File: src/rtl/tsense_scan_ctrl.sv
// rtl/tsense_scan_ctrl.sv - shared-bus SPI temperature sensor scan sequencer
module tsense_scan_ctrl #(
  parameter int NSENS      = 4,
  parameter int SAMPLE_DIV = 1000
) (
  input  logic             i_sysclk,
  input  logic             i_rst,
  input  logic             i_en,
  input  logic [7:0]       i_thresh,
  input  logic             i_req,
  input  logic [2:0]       i_req_id,
  input  logic [NSENS-1:0] i_alarm_clr,
  input  logic             i_sio,
  output logic [NSENS-1:0] o_cs,
  output logic             o_sck,
  output logic             o_ack,
  output logic             o_busy,
  output logic             o_data_valid,
  output logic [2:0]       o_data_id,
  output logic [7:0]       o_data,
  output logic [NSENS-1:0] o_alarm
);

  localparam int            TW      = $clog2(SAMPLE_DIV);
  localparam logic [TW-1:0] TMAX    = TW'(SAMPLE_DIV - 1);
  localparam logic [2:0]    LAST_ID = 3'(NSENS - 1);
  localparam logic [3:0]    NS4     = 4'(NSENS);

  typedef enum logic [2:0] {S_IDLE, S_SETUP, S_SHIFT, S_LATCH, S_GAP} state_t;

  state_t           r_state, w_next_state;
  logic [4:0]       r_cnt, w_next_cnt;
  logic [2:0]       r_id, w_next_id;
  logic             r_scan, w_next_scan;
  logic             r_pending, w_next_pending;
  logic [TW-1:0]    r_timer;
  logic             w_wrap;
  logic             w_ack_next;
  logic             w_active_next;
  logic [NSENS-1:0] w_next_cs;
  logic [NSENS-1:0] w_alarm_set;
  logic [7:0]       r_shift;
  logic [NSENS-1:0] r_cs;
  logic             r_sck;
  logic             r_ack;
  logic             r_valid;
  logic [2:0]       r_data_id;
  logic [7:0]       r_data;
  logic [NSENS-1:0] r_alarm;

  assign w_wrap = i_en && (r_timer == TMAX);

  // Period timer: free-runs while enabled, parked at zero otherwise
  always_ff @(posedge i_sysclk) begin
    if (i_rst || !i_en || r_timer == TMAX) begin
      r_timer <= '0;
    end else begin
      r_timer <= r_timer + TW'(1);
    end
  end

  // Next-state, transaction counter, sensor index and scan bookkeeping
  always_comb begin
    w_next_state   = r_state;
    w_next_cnt     = r_cnt + 5'd1;
    w_next_id      = r_id;
    w_next_scan    = r_scan;
    w_next_pending = r_pending;
    w_ack_next     = 1'b0;
    // A wrap during a running scan is lost; during a single read it is remembered
    if (w_wrap && !r_pending && !r_scan) begin
      w_next_pending = 1'b1;
    end
    case (r_state)
      S_IDLE: begin
        w_next_cnt = 5'd0;
        if (i_req) begin
          w_ack_next  = 1'b1;
          w_next_scan = 1'b0;
          // Out-of-range IDs are acknowledged but never touch the bus
          if ({1'b0, i_req_id} < NS4) begin
            w_next_state = S_SETUP;
            w_next_id    = i_req_id;
          end
        end else if (r_pending || w_wrap) begin
          w_next_state   = S_SETUP;
          w_next_id      = 3'd0;
          w_next_scan    = 1'b1;
          w_next_pending = 1'b0;
        end
      end
      S_SETUP: begin
        if (r_cnt == 5'd1) begin
          w_next_state = S_SHIFT;
          w_next_cnt   = 5'd0;
        end
      end
      S_SHIFT: begin
        if (r_cnt == 5'd15) begin
          w_next_state = S_LATCH;
          w_next_cnt   = 5'd0;
        end
      end
      S_LATCH: begin
        w_next_state = S_GAP;
        w_next_cnt   = 5'd0;
      end
      S_GAP: begin
        if (r_cnt == 5'd1) begin
          w_next_cnt = 5'd0;
          if (r_scan && r_id != LAST_ID) begin
            w_next_state = S_SETUP;
            w_next_id    = r_id + 3'd1;
          end else begin
            w_next_state = S_IDLE;
            w_next_scan  = 1'b0;
          end
        end
      end
      default: begin
        w_next_state = S_IDLE;
        w_next_cnt   = 5'd0;
      end
    endcase
  end

  // Chip selects for the coming cycle: only the addressed sensor, only in SETUP/SHIFT
  always_comb begin
    w_next_cs     = '1;
    w_active_next = (w_next_state == S_SETUP) || (w_next_state == S_SHIFT);
    for (int k = 0; k < NSENS; k++) begin
      w_next_cs[k] = !(w_active_next && (w_next_id == 3'(k)));
    end
  end

  // Over-temperature detect on the freshly latched reading
  always_comb begin
    w_alarm_set = '0;
    for (int k = 0; k < NSENS; k++) begin
      w_alarm_set[k] = (r_state == S_LATCH) && (r_data_id == 3'(k)) && (r_data >= i_thresh);
    end
  end

  // State, bus pins, serial capture and reading registers
  always_ff @(posedge i_sysclk) begin
    if (i_rst) begin
      r_state   <= S_IDLE;
      r_cnt     <= 5'd0;
      r_id      <= 3'd0;
      r_scan    <= 1'b0;
      r_pending <= 1'b0;
      r_cs      <= '1;
      r_sck     <= 1'b0;
      r_ack     <= 1'b0;
      r_valid   <= 1'b0;
      r_shift   <= 8'd0;
      r_data    <= 8'd0;
      r_data_id <= 3'd0;
    end else begin
      r_state   <= w_next_state;
      r_cnt     <= w_next_cnt;
      r_id      <= w_next_id;
      r_scan    <= w_next_scan;
      r_pending <= w_next_pending;
      r_cs      <= w_next_cs;
      // SCK high on odd SHIFT counts gives eight pulses per transaction
      r_sck     <= (w_next_state == S_SHIFT) && w_next_cnt[0];
      r_ack     <= w_ack_next;
      r_valid   <= (w_next_state == S_LATCH);
      // Capture on the edge that raises SCK
      if (r_state == S_SHIFT && !r_cnt[0]) begin
        r_shift <= {r_shift[6:0], i_sio};
      end
      if (w_next_state == S_LATCH) begin
        r_data    <= r_shift;
        r_data_id <= r_id;
      end
    end
  end

  // Sticky alarms: a set in the same cycle as a clear wins
  always_ff @(posedge i_sysclk) begin
    if (i_rst) begin
      r_alarm <= '0;
    end else begin
      r_alarm <= w_alarm_set | (r_alarm & ~i_alarm_clr);
    end
  end

  assign o_cs         = r_cs;
  assign o_sck        = r_sck;
  assign o_ack        = r_ack;
  assign o_busy       = (r_state != S_IDLE);
  assign o_data_valid = r_valid;
  assign o_data_id    = r_data_id;
  assign o_data       = r_data;
  assign o_alarm      = r_alarm;

endmodule

File: config.mk
export PLATFORM = sky130hd
export DESIGN_NAME = tsense_scan_ctrl
export DESIGN_NICKNAME = d
export VERILOG_FILES = /design/src/rtl/tsense_scan_ctrl.sv
export SDC_FILE = /design/constraint.sdc
export NUM_CORES = 1
export LEC_CHECK = 0
export CAP_MARGIN = 10
export CORE_MARGIN = 2
export CORE_UTILIZATION = 52
export DETAILED_ROUTE_END_ITERATION = 6
export PLACE_DENSITY = 0.79
export SKIP_LAST_GASP = 1
export SLEW_MARGIN = 5
export SYNTH_ARGS = -nofsm -noshare
export SYNTH_HDL_FRONTEND = slang
export SYNTH_SLANG_ARGS = --single-unit
File: constraint.sdc
create_clock -name i_sysclk -period 3.16 [get_ports i_sysclk]
set_clock_uncertainty 0.1 [all_clocks]
set_input_delay 0.316 -clock i_sysclk [delete_from_list [all_inputs] [get_ports i_sysclk]]
set_output_delay 0.316 -clock i_sysclk [all_outputs]
set_load 0.005 [all_outputs]
==> flow_metrics.tcl <==
set metrics [dict create \
    die-area_um2 5160 \
    path_class "reg2reg" \
    nFillCells 377 \
    cp-start-kind "register" \
    grt_setup_unrepaired "no" \
    hp-class "reg2reg" \
    clkSinkCount 53 \
    synth_top_area_frac 0.444 \
    maxSlewHeadroom 0.605 \
    port_buffers 42 \
    ys_seq_area_frac 0.444 \
    clock-root-buffer "clkbuf_8" \
    ys.warnings.count 0 \
    ant_nets 0 \
    yosys-top-cells-area "dfxtp_1 44%, ha_1 7.8%, nand2_1 7.7%" \
    grt_usage 0.192 \
    cts_buffers 5 \
    irDropWorstVdd_uv 291 \
    grt_remaining_overflow 0 \
    route.detailed.drc 0 \
    crit_arrival_ns 2.52 \
    vias_per_cell 5.31 \
    switching_share 0.237 \
    drive_above_1_share 0.0424 \
    cts_buffer_depth 2 \
    core-area_um2 4380 \
    setup_viol 0 \
    cts_hold_buf 0 \
    h-tree-depth 2 \
    place_hpwl_mm 3.45 \
    rr_startpoint "r_timer[0]$_SDFF_PP0_" \
    grt_max_degree 20 \
    rrSetupSlack_ns 0.74 \
    synth_edf_count 0 \
    wl_per_cell_um 11.9 \
    tritoncts "yes" \
    power-per-cell-area_nw_per_um2 393 \
    synth.most_common_cell "dfxtp_1" \
    cp_max_fo 4 \
    drt_iter0_drc 128 \
    grt_pass1_vias 1893 \
    final_hold_viol_count 0 \
    cts.repair.resized 0 \
    synthesis.area_um2 2390 \
    min_to "r_timer[0]$_SDFF_PP0_" \
    setup_tns_ns 0 \
    via_count 2029 \
    outcome "finished clean" \
    cts_setup_buffers 0 \
    synth.cells.most_frequent "53 x dfxtp_1, 49 x nand2_1, 35 x nor2_1" \
    grt_pass1_wl_mm 8.01 \
    syn_nets 324 \
    insertedDiodeCount 0 \
    die_h_um 71.8 \
    io_pins 43 \
    pwr-share-seq 0.589 \
    synthFlopType "dfxtp_1" \
    p_int_mw 0.884 \
    tightest_slew_ns 0.587 \
    holdCritStartpoint "r_timer[0]$_SDFF_PP0_" \
    fin_crit_sh 0.767 \
    pwr-share-comb 0.082 \
    die_x_um 71.8 \
    min_period_ns 2.42 \
    fmax_ghz 0.412 \
    dr.pass1.iters 4 \
    synth_cell_types 42 \
    clk_latency_ns 0.31 \
    antenna_found_initial 0 \
    start_util 0.545 \
    nets 364 \
    async_flop_share 0 \
    required_ns 3.26 \
    place_congestion 0.821 \
    min_delay_path_depth 1 \
    drt_wl_total_mm 4.53 \
    slew_viol_final 0 \
    area_growth_pct 23.1 \
    worstSetupEndpointType "register" \
    yosysTopAreaCell "dfxtp_1" \
    reg2reg_to "o_cs[3]$_SDFF_PP1_" \
    r2r_cells 6 \
    p_leak_nw 1.12 \
    power.switching_mw 0.274 \
    ys_ff_latch 53 \
    rows 24 \
    clk_pin_slew_worst_paths_ns 0.10 \
    p_clk_frac 0.329 \
    cap_violations 0 \
    syn_area_per_cell_um2 8.27 \
    synth_cells 289 \
    whs_ns 0.354 \
]
[metal layers]
| metal | track usage | up-vias | share of wire |
|---|---|---|---|
| li1 | - | 1054 | - |
| met1 | 0.218 | 928 | 0.45 |
| met2 | 0.345 | 40 | 0.49 |
| met3 | 0.0534 | 7 | 0.053 |
| met4 | 0.0629 | 0 | 0.014 |
| met5 | 0 | - | 0 |
[how the worst max path moves through the flow]
| stage | endpoint | startpoint | cells past startpoint |
|---|---|---|---|
| after global placement | o_cs[3]$_SDFF_PP1_ | i_en | 6 |
| after floorplan | o_cs[3]$_SDFF_PP1_ | r_timer[0]$_SDFF_PP0_ | 6 |
| after global routing | o_cs[0]$_SDFF_PP1_ | r_cnt[0]$_SDFF_PP0_ | 6 |
| after detailed placement | o_cs[3]$_SDFF_PP1_ | i_en | 6 |
| after CTS | o_cs[3]$_SDFF_PP1_ | r_timer[0]$_SDFF_PP0_ | 6 |
| final | o_cs[3]$_SDFF_PP1_ | r_timer[0]$_SDFF_PP0_ | 6 |
[logic make-up after synthesis]
kind of cell    share of synthesized area
simple gates                        0.256
flops                               0.444
compound gates                      0.129
buf+inv                            0.0471
fa+ha+maj                          0.0785
xor+xnor                           0.0366
mux                               0.00837
[critical path, stage by stage, from the launching register on]
cell	delay [ns]
dfxtp_1	0.36
ha_1	0.21
nand2_1	0.11
or4b_1	0.59
a221o_1	0.40
a31oi_2	0.20
or3b_1	0.36
[cell usage in the layout, fill, tap and decap left out, types with 2 or more instances in the layout]
cell type | netlist | final
and3_1 | 3 | 3
xnor2_1 | 6 | 6
buf_4 | 0 | 3
inv_1 | 18 | 18
nor2_1 | 35 | 35
clkdlybuf4s50_1 | 0 | 42
nand2_1 | 49 | 49
a211o_1 | 2 | 2
nor3_1 | 5 | 5
o211a_1 | 2 | 2
o21ai_0 | 5 | 5
nand2b_1 | 4 | 4
a21oi_1 | 26 | 26
nand3b_1 | 5 | 5
xor2_1 | 4 | 4
ha_1 | 15 | 15
a211oi_1 | 3 | 3
nor3b_1 | 2 | 2
clkbuf_8 | 0 | 5
a21o_1 | 2 | 2
dfxtp_1 | 53 | 53
nand3_1 | 11 | 11
nand4_1 | 2 | 2
mux2i_1 | 2 | 2
nor2b_1 | 5 | 5
[power groups by stage]
| stage | sequential [mW] | clock (mW) | combinational, mW |
|---|---|---|---|
| after floorplan | 0.695 | 0 | 0.0519 |
| after global placement | 0.698 | 0 | 0.0936 |
| after detailed placement | 0.698 | 0 | 0.0953 |
| after CTS | 0.682 | 0.391 | 0.0959 |
| after global routing | 0.684 | 0.421 | 0.106 |
| final | 0.682 | 0.381 | 0.0950 |
[state kept, by name, indices dropped and copies added (netlist names)]
signal,cells
o_ack,1
o_cs,4
r_state,3
o_sck,1
o_data_valid,1
o_data_id,3
r_scan,1
o_data,8
o_alarm,4
r_shift,8
r_id,3
r_cnt,5
r_pending,1
r_timer,10
[through the flow]
step / power [mW] / util / worst slack [ns] / instance area, um^2 / instances
2_1_floorplan: 0.747 / - / 0.874 / 2390 / 289
3_3_place_gp: 0.791 / 0.651 / 0.582 / 2850 / 374
3_5_place_dp: 0.793 / 0.651 / 0.560 / 2850 / 374
4_1_cts: 1.17 / 0.672 / 0.728 / 2940 / 382
5_1_grt: 1.21 / 0.672 / 0.393 / 2940 / 382
6_report: 1.16 / 0.672 / 0.736 / 2940 / 382
[area by class of cell]
class	count	area, um^2	area share
clock buffers	5	68.8	0.0234
flip-flops and latches	53	1060	0.360
repair buffers	45	443	0.150
multi-input cells	206	1220	0.414
inverters	18	67.6	0.0229
clock inverters	3	21.3	0.00722
well taps	52	65.1	0.0221
Power figures use the tool's default switching activity.
